`src/rtl/alu_pkg.sv`:
```
// alu_pkg: shared types and constants for the integer ALU front end.
//   alu_op_t   - 10-bit ALU operation code consumed by the ALU.
//   ALU_*      - the nine supported operation codes.
//   OPC_*      - the two decoded RV32I major opcodes.
//   alu_dec_t  - one decoded instruction as it travels down the pipeline.
package alu_pkg;

    typedef logic [9:0] alu_op_t;

    // Upper bits that distinguish SUB/SRA/SRAI from ADD/SRL/SRLI.
    localparam logic [6:0] ALU_ALT_BITS = 7'b0010100;
    localparam logic [6:0] FUNCT7_ALT   = 7'h20;
    localparam logic [6:0] FUNCT7_BASE  = 7'h00;

    localparam alu_op_t ALU_ADD = 10'h000;
    localparam alu_op_t ALU_SUB = 10'h0A0;
    localparam alu_op_t ALU_SLL = 10'h001;
    localparam alu_op_t ALU_SLT = 10'h002;
    localparam alu_op_t ALU_XOR = 10'h004;
    localparam alu_op_t ALU_SRL = 10'h005;
    localparam alu_op_t ALU_SRA = 10'h0A5;
    localparam alu_op_t ALU_OR  = 10'h006;
    localparam alu_op_t ALU_AND = 10'h007;

    localparam logic [6:0] OPC_OP     = 7'b0110011;
    localparam logic [6:0] OPC_OP_IMM = 7'b0010011;

    typedef struct packed {
        alu_op_t     alu_op;
        logic [4:0]  rs1;
        logic [4:0]  rs2;
        logic [4:0]  rd;
        logic [31:0] imm;
        logic        use_imm;
        logic        reg_write;
        logic        illegal;
    } alu_dec_t;

endpackage

```
`src/rtl/skid_buffer.sv`:
```
// skid_buffer: 2-entry valid/ready buffer with fully registered handshakes.
//   clk, rst (sync, active-high), flush (sync, drops every entry)
//   in_valid/in_ready/in_data   - upstream stream; in_ready is a flop
//   out_valid/out_ready/out_data - downstream stream; all three outputs are flops
// The main register always feeds the outputs; the skid register catches the
// one extra word that can arrive while in_ready is still high but the
// consumer has stalled, so out_ready never reaches in_ready combinationally.
module skid_buffer #(
    parameter int W = 32
) (
    input  logic         clk,
    input  logic         rst,
    input  logic         flush,
    input  logic         in_valid,
    output logic         in_ready,
    input  logic [W-1:0] in_data,
    output logic         out_valid,
    input  logic         out_ready,
    output logic [W-1:0] out_data
);

    typedef enum logic [1:0] {
        ST_EMPTY = 2'd0,
        ST_ONE   = 2'd1,
        ST_FULL  = 2'd2
    } state_t;

    state_t         state_r;
    state_t         state_next_s;
    logic           in_ready_r;
    logic           out_valid_r;
    logic [W-1:0]   main_r;
    logic [W-1:0]   skid_r;
    logic           accept_s;
    logic           xfer_s;
    logic           main_load_s;
    logic           main_from_skid_s;
    logic           skid_load_s;

    assign accept_s = in_valid && in_ready_r;
    assign xfer_s   = out_valid_r && out_ready;

    // Next-state and register-load decisions.
    always_comb begin
        state_next_s     = state_r;
        main_load_s      = 1'b0;
        main_from_skid_s = 1'b0;
        skid_load_s      = 1'b0;
        if (flush) begin
            // Any word accepted this cycle is dropped along with the rest.
            state_next_s = ST_EMPTY;
        end else begin
            case (state_r)
                ST_EMPTY: begin
                    if (accept_s) begin
                        state_next_s = ST_ONE;
                        main_load_s  = 1'b1;
                    end else begin
                        state_next_s = ST_EMPTY;
                    end
                end
                ST_ONE: begin
                    if (accept_s && xfer_s) begin
                        state_next_s = ST_ONE;
                        main_load_s  = 1'b1;
                    end else if (accept_s) begin
                        state_next_s = ST_FULL;
                        skid_load_s  = 1'b1;
                    end else if (xfer_s) begin
                        state_next_s = ST_EMPTY;
                    end else begin
                        state_next_s = ST_ONE;
                    end
                end
                ST_FULL: begin
                    if (xfer_s) begin
                        state_next_s     = ST_ONE;
                        main_from_skid_s = 1'b1;
                    end else begin
                        state_next_s = ST_FULL;
                    end
                end
                default: begin
                    state_next_s = ST_EMPTY;
                end
            endcase
        end
    end

    // State register plus registered handshake flags derived from next state.
    always_ff @(posedge clk) begin
        if (rst) begin
            state_r     <= ST_EMPTY;
            in_ready_r  <= 1'b1;
            out_valid_r <= 1'b0;
        end else begin
            state_r     <= state_next_s;
            in_ready_r  <= (state_next_s != ST_FULL);
            out_valid_r <= (state_next_s != ST_EMPTY);
        end
    end

    // Payload registers.
    always_ff @(posedge clk) begin
        if (rst) begin
            main_r <= {W{1'b0}};
            skid_r <= {W{1'b0}};
        end else begin
            if (main_load_s) begin
                main_r <= in_data;
            end else if (main_from_skid_s) begin
                main_r <= skid_r;
            end
            if (skid_load_s) begin
                skid_r <= in_data;
            end
        end
    end

    assign in_ready  = in_ready_r;
    assign out_valid = out_valid_r;
    assign out_data  = main_r;

endmodule

```
`src/rtl/alu_decode.sv`:
```
// alu_decode: RV32I OP / OP-IMM decode stage for the integer ALU.
//   clk, rst (sync, active-high), flush (sync, drops buffered entries)
//   in_valid/in_ready/in_instr  - instruction stream in
//   out_valid/out_ready         - decoded stream out (1-cycle latency)
//   alu_op, rs1, rs2, rd, imm, use_imm, reg_write, illegal - decoded fields
//   illegal_cnt                 - saturating count of accepted illegal words
module alu_decode
    import alu_pkg::*;
(
    input  logic        clk,
    input  logic        rst,
    input  logic        flush,
    input  logic        in_valid,
    output logic        in_ready,
    input  logic [31:0] in_instr,
    output logic        out_valid,
    input  logic        out_ready,
    output logic [9:0]  alu_op,
    output logic [4:0]  rs1,
    output logic [4:0]  rs2,
    output logic [4:0]  rd,
    output logic [31:0] imm,
    output logic        use_imm,
    output logic        reg_write,
    output logic        illegal,
    output logic [15:0] illegal_cnt
);

    localparam int DEC_W = $bits(alu_dec_t);

    alu_dec_t    dec_s;
    alu_dec_t    out_s;
    logic [6:0]  opcode_s;
    logic [2:0]  funct3_s;
    logic [6:0]  funct7_s;
    logic        legal_s;
    logic        alt_s;
    logic        accept_s;
    logic [15:0] illegal_cnt_r;

    assign opcode_s = in_instr[6:0];
    assign funct3_s = in_instr[14:12];
    assign funct7_s = in_instr[31:25];

    // Instruction decode; illegal words keep only the raw register fields.
    always_comb begin
        legal_s       = 1'b0;
        alt_s         = 1'b0;
        dec_s         = '0;
        dec_s.rs1     = in_instr[19:15];
        dec_s.rs2     = in_instr[24:20];
        dec_s.rd      = in_instr[11:7];
        case (opcode_s)
            OPC_OP: begin
                if (funct7_s == FUNCT7_BASE) begin
                    legal_s = (funct3_s != 3'd3);
                end else if (funct7_s == FUNCT7_ALT) begin
                    legal_s = (funct3_s == 3'd0) || (funct3_s == 3'd5);
                    alt_s   = 1'b1;
                end else begin
                    legal_s = 1'b0;
                end
                dec_s.use_imm = 1'b0;
                dec_s.imm     = 32'd0;
            end
            OPC_OP_IMM: begin
                case (funct3_s)
                    3'd1: begin
                        legal_s = (funct7_s == FUNCT7_BASE);
                    end
                    3'd5: begin
                        legal_s = (funct7_s == FUNCT7_BASE) || (funct7_s == FUNCT7_ALT);
                        alt_s   = (funct7_s == FUNCT7_ALT);
                    end
                    3'd3: begin
                        legal_s = 1'b0;
                    end
                    default: begin
                        legal_s = 1'b1;
                    end
                endcase
                dec_s.use_imm = 1'b1;
                // Shifts carry a 5-bit shamt; the rest a signed 12-bit value.
                if ((funct3_s == 3'd1) || (funct3_s == 3'd5)) begin
                    dec_s.imm = {27'd0, in_instr[24:20]};
                end else begin
                    dec_s.imm = {{20{in_instr[31]}}, in_instr[31:20]};
                end
            end
            default: begin
                legal_s = 1'b0;
            end
        endcase
        if (legal_s) begin
            dec_s.alu_op    = {(alt_s ? ALU_ALT_BITS : 7'd0), funct3_s};
            dec_s.reg_write = 1'b1;
            dec_s.illegal   = 1'b0;
        end else begin
            dec_s.alu_op    = ALU_ADD;
            dec_s.imm       = 32'd0;
            dec_s.use_imm   = 1'b0;
            dec_s.reg_write = 1'b0;
            dec_s.illegal   = 1'b1;
        end
    end

    skid_buffer #(
        .W (DEC_W)
    ) u_skid (
        .clk       (clk),
        .rst       (rst),
        .flush     (flush),
        .in_valid  (in_valid),
        .in_ready  (in_ready),
        .in_data   (dec_s),
        .out_valid (out_valid),
        .out_ready (out_ready),
        .out_data  (out_s)
    );

    // Words dropped by a same-cycle flush are not counted.
    assign accept_s = in_valid && in_ready && !flush;

    // Saturating illegal-instruction counter; only rst clears it.
    always_ff @(posedge clk) begin
        if (rst) begin
            illegal_cnt_r <= 16'd0;
        end else if (accept_s && dec_s.illegal && (illegal_cnt_r != 16'hFFFF)) begin
            illegal_cnt_r <= illegal_cnt_r + 16'd1;
        end
    end

    assign alu_op      = out_s.alu_op;
    assign rs1         = out_s.rs1;
    assign rs2         = out_s.rs2;
    assign rd          = out_s.rd;
    assign imm         = out_s.imm;
    assign use_imm     = out_s.use_imm;
    assign reg_write   = out_s.reg_write;
    assign illegal     = out_s.illegal;
    assign illegal_cnt = illegal_cnt_r;

endmodule

```
`config.mk`:
```
export PLATFORM = sky130hd
export DESIGN_NAME = alu_decode
export DESIGN_NICKNAME = d
export VERILOG_FILES = /design/src/rtl/alu_pkg.sv /design/src/rtl/skid_buffer.sv /design/src/rtl/alu_decode.sv
export SDC_FILE = /design/constraint.sdc
export NUM_CORES = 1
export LEC_CHECK = 0
export BUFFER_PORTS_ARGS = -buffer_cell sky130_fd_sc_hd__buf_2
export CAP_MARGIN = 10
export CORE_MARGIN = 2
export CORE_UTILIZATION = 45
export DETAILED_ROUTE_END_ITERATION = 8
export PLACE_DENSITY = 0.67
export SYNTH_ARGS = -nofsm -noshare
export SYNTH_HDL_FRONTEND = slang
export SYNTH_HIERARCHICAL = 1
export SYNTH_SLANG_ARGS = --single-unit
```
`constraint.sdc`:
```
create_clock -name clk -period 3.2 [get_ports clk]
set_clock_uncertainty 0.2 [all_clocks]
set_input_delay 0.48 -clock clk [delete_from_list [all_inputs] [get_ports clk]]
set_output_delay 0.48 -clock clk [all_outputs]
set_load 0.005 [all_outputs]
```
==> out/qor.yml <==
antenna_found_initial: 1
grt.total_usage_pct: 21.3
final_max_slew_viol_count: 0
setup_ws_ns: 0.610
synth_edf_count: 0
fin_crit_ns: 2.59
post_cts_buffers: 0
r2r_slack_ns: 0.61
tightest_slew_ns: 1.25
power_density_nw_per_um2: 534
criticalPathCategory: "reg2reg"
switching_share_pct: 23.3
total_power_uw: 3760
wire_per_inst_um: 16.0
drt-initial-drc-count: 486
maxCapViolCount: 0
core_um2: 12600
period_share_pct: 80.9
drive_above_1_share_pct: 24.6
die_x_um: 118
cts_tree: "done"
synth.distinct_cells: 58
hold_violations: 0
leakagePower_uw: 0.00303
io_buffers: 114
fin_tns_setup_ns: 0
rsz0062_at_grt: "false"
rows: 41
post-place-ws_ns: 0.479
numCtsBuffers: 17
cts_resized: 0
syn2layout_area_growth_pct: 21.3
grt_overflow: 0
synth_common_cells: "dfxtp_1 (140), nand2_1 (130), a21oi_1 (72), a221o_1 (60), and3_1 (58)"
antenna_left: 0
hold_class: "in2reg"
globalplace.congestion: 0.791
root_buffer: "clkbuf_16"
synth_top_area_share_pct: 48.2
async_flop_share_pct: 0
start_util_pct: 46.0
drc_errors: 0
yosysWarnings: 6
vdd_ir_drop_max_mv: 0.297
die_h_um: 118
relSlewSlack_pct: 16.7
clkTransAtPathRegs_ns: 0.06
syn_area_um2: 5810
drt_pre_antenna_iters: 5
clkPwrFrac_pct: 47.3
p_int_uw: 2880
post-synth-top-area-cell: "dfxtp_1"
cp_max_fo: 59
clkSinkCount: 140
avgSynthCellArea_um2: 9.18
die-area_um2: 13800
outcome: "complete, no violations"
nets: 775
critPathCaptureType: "register"
cts.htree.levels: 4
vias: 5110
combPwrFrac_pct: 5.4
synth.area.top_cells: "dfxtp_1 (48%), a221o_1 (10%), nand2_1 (8.4%)"
clk_path_buf_depth: 2
worstSkewPairLatency_ns: 0.42
nFillCells: 1160
sequentialPowerShare_pct: 47.4
grt_pass1_vias: 4866
arrival_ns: 2.75
crit_path_start_kind: "register"
wirelength_um: 14700
grt_start_max_net_pins: 61
p_switching_uw: 879
hpwl_um: 9030
fmax_mhz: 386
hold_buffers: 0
synthCells: 633
viasPerCell: 5.55
setup_violations: 0
grt_pass1_wl_um: 24100
yosysSeqAreaShare_pct: 48.2
ys_ff_latch: 140
synth_flop_cell: "dfxtp_1"
pin_count: 115
crit_required_ns: 3.36
synth_most_common_cell: "dfxtp_1"
==> layout by cell type (no fill, tap or decap), types with 8 or more instances in the layout <==
| cell | netlist | final |
|---|---|---|
| dfxtp_1 | 140 | 140 |
| nand2_1 | 130 | 130 |
| buf_2 | 1 | 114 |
| a21oi_1 | 72 | 72 |
| a221o_1 | 60 | 60 |
| and3_1 | 58 | 58 |
| clkbuf_16 | 0 | 17 |
| and2_1 | 15 | 15 |
| nor2_1 | 11 | 10 |
| or3_1 | 10 | 10 |
| conb_1 | 1 | 10 |
| buf_4 | 0 | 9 |
| o21ai_0 | 8 | 8 |
==> layout make-up <==
cell class / instances / area (um^2) / area share (%)
Tap cell: 172 / 215 / 3.05
Sequential cell: 140 / 2800 / 39.8
Clock buffer: 21 / 470 / 6.67
Multi-Input combinational cell: 445 / 2810 / 39.8
Timing Repair Buffer: 124 / 658 / 9.33
Clock inverter: 10 / 68.8 / 0.976
Inverter: 7 / 26.3 / 0.373
Antenna cell: 1 / 2.50 / 0.0355
==> layer usage <==
metal,wire length (um),track usage [%],part of all wire (%),up-vias
met4,291,9.64,2.0,0
met2,6840,32.4,46,171
li1,-,-,-,2471
met5,0,0,0,-
met1,6470,27.3,44,2442
met3,1120,7.22,7.6,26
==> per-stage QoR <==
step / hold slack, ns / cells / utilization (%) / instance area, um^2
after floorplan: 0.232 / 642 / - / 5840
after global placement: 0.237 / 888 / 51.6 / 6510
after detailed placement: 0.242 / 888 / 51.6 / 6510
after CTS: 0.0881 / 919 / 55.8 / 7050
after global routing: 0.0952 / 919 / 55.8 / 7050
final: 0.0988 / 920 / 55.9 / 7050
==> power by group through the flow <==
stage	clock, uW	combinational (uW)	sequential (uW)
finish	1780	201	1780
global route	1890	219	1790
CTS	1800	200	1780
detailed placement	0	200	1820
global placement	0	195	1820
floorplan	0	122	1820
==> state kept, by name (all words and copies together), names as in the netlist <==
name	cells
illegal_cnt	16
u_skid/out_valid	1
u_skid/out_data	60
u_skid/in_ready	1
u_skid/skid_r	60
u_skid/state_r	2
==> logic make-up (layout without fill, tap and decap cells) <==
logic type | Yosys count | count (layout) | synth area share [%]
flip-flops | 140 | 140 | 48.2
adder cells (fa/ha/maj) | 3 | 3 | 0.646
multiplexers | 3 | 3 | 0.689
buffers and inverters | 57 | 162 | 4.48
other | 1 | 11 | 0.0645
XOR/XNOR | 2 | 2 | 0.302
AO/OA/AOI/OAI | 158 | 158 | 20.5
AND/OR/NAND/NOR | 269 | 269 | 25.0
==> worst max-delay path, stage by stage (launching register included) <==
cell     delay, ns
dfxtp_1       0.34
nand2_1       0.17
inv_1         0.13
ha_1          0.16
and3b_2       0.22
o21a_2        0.92
a221o_1       0.30
==> path summary, 6_finish.rpt <==
check                   start                  end  cells after the start
max          u_skid/out_valid  u_skid/out_data[52]                      6
min              in_instr[15]  u_skid/out_data[45]                      2
max reg2reg  u_skid/out_valid  u_skid/out_data[52]                      6
min reg2reg  u_skid/skid_r[8]     u_skid/skid_r[8]                      2
(Power assumes the default switching activity.)
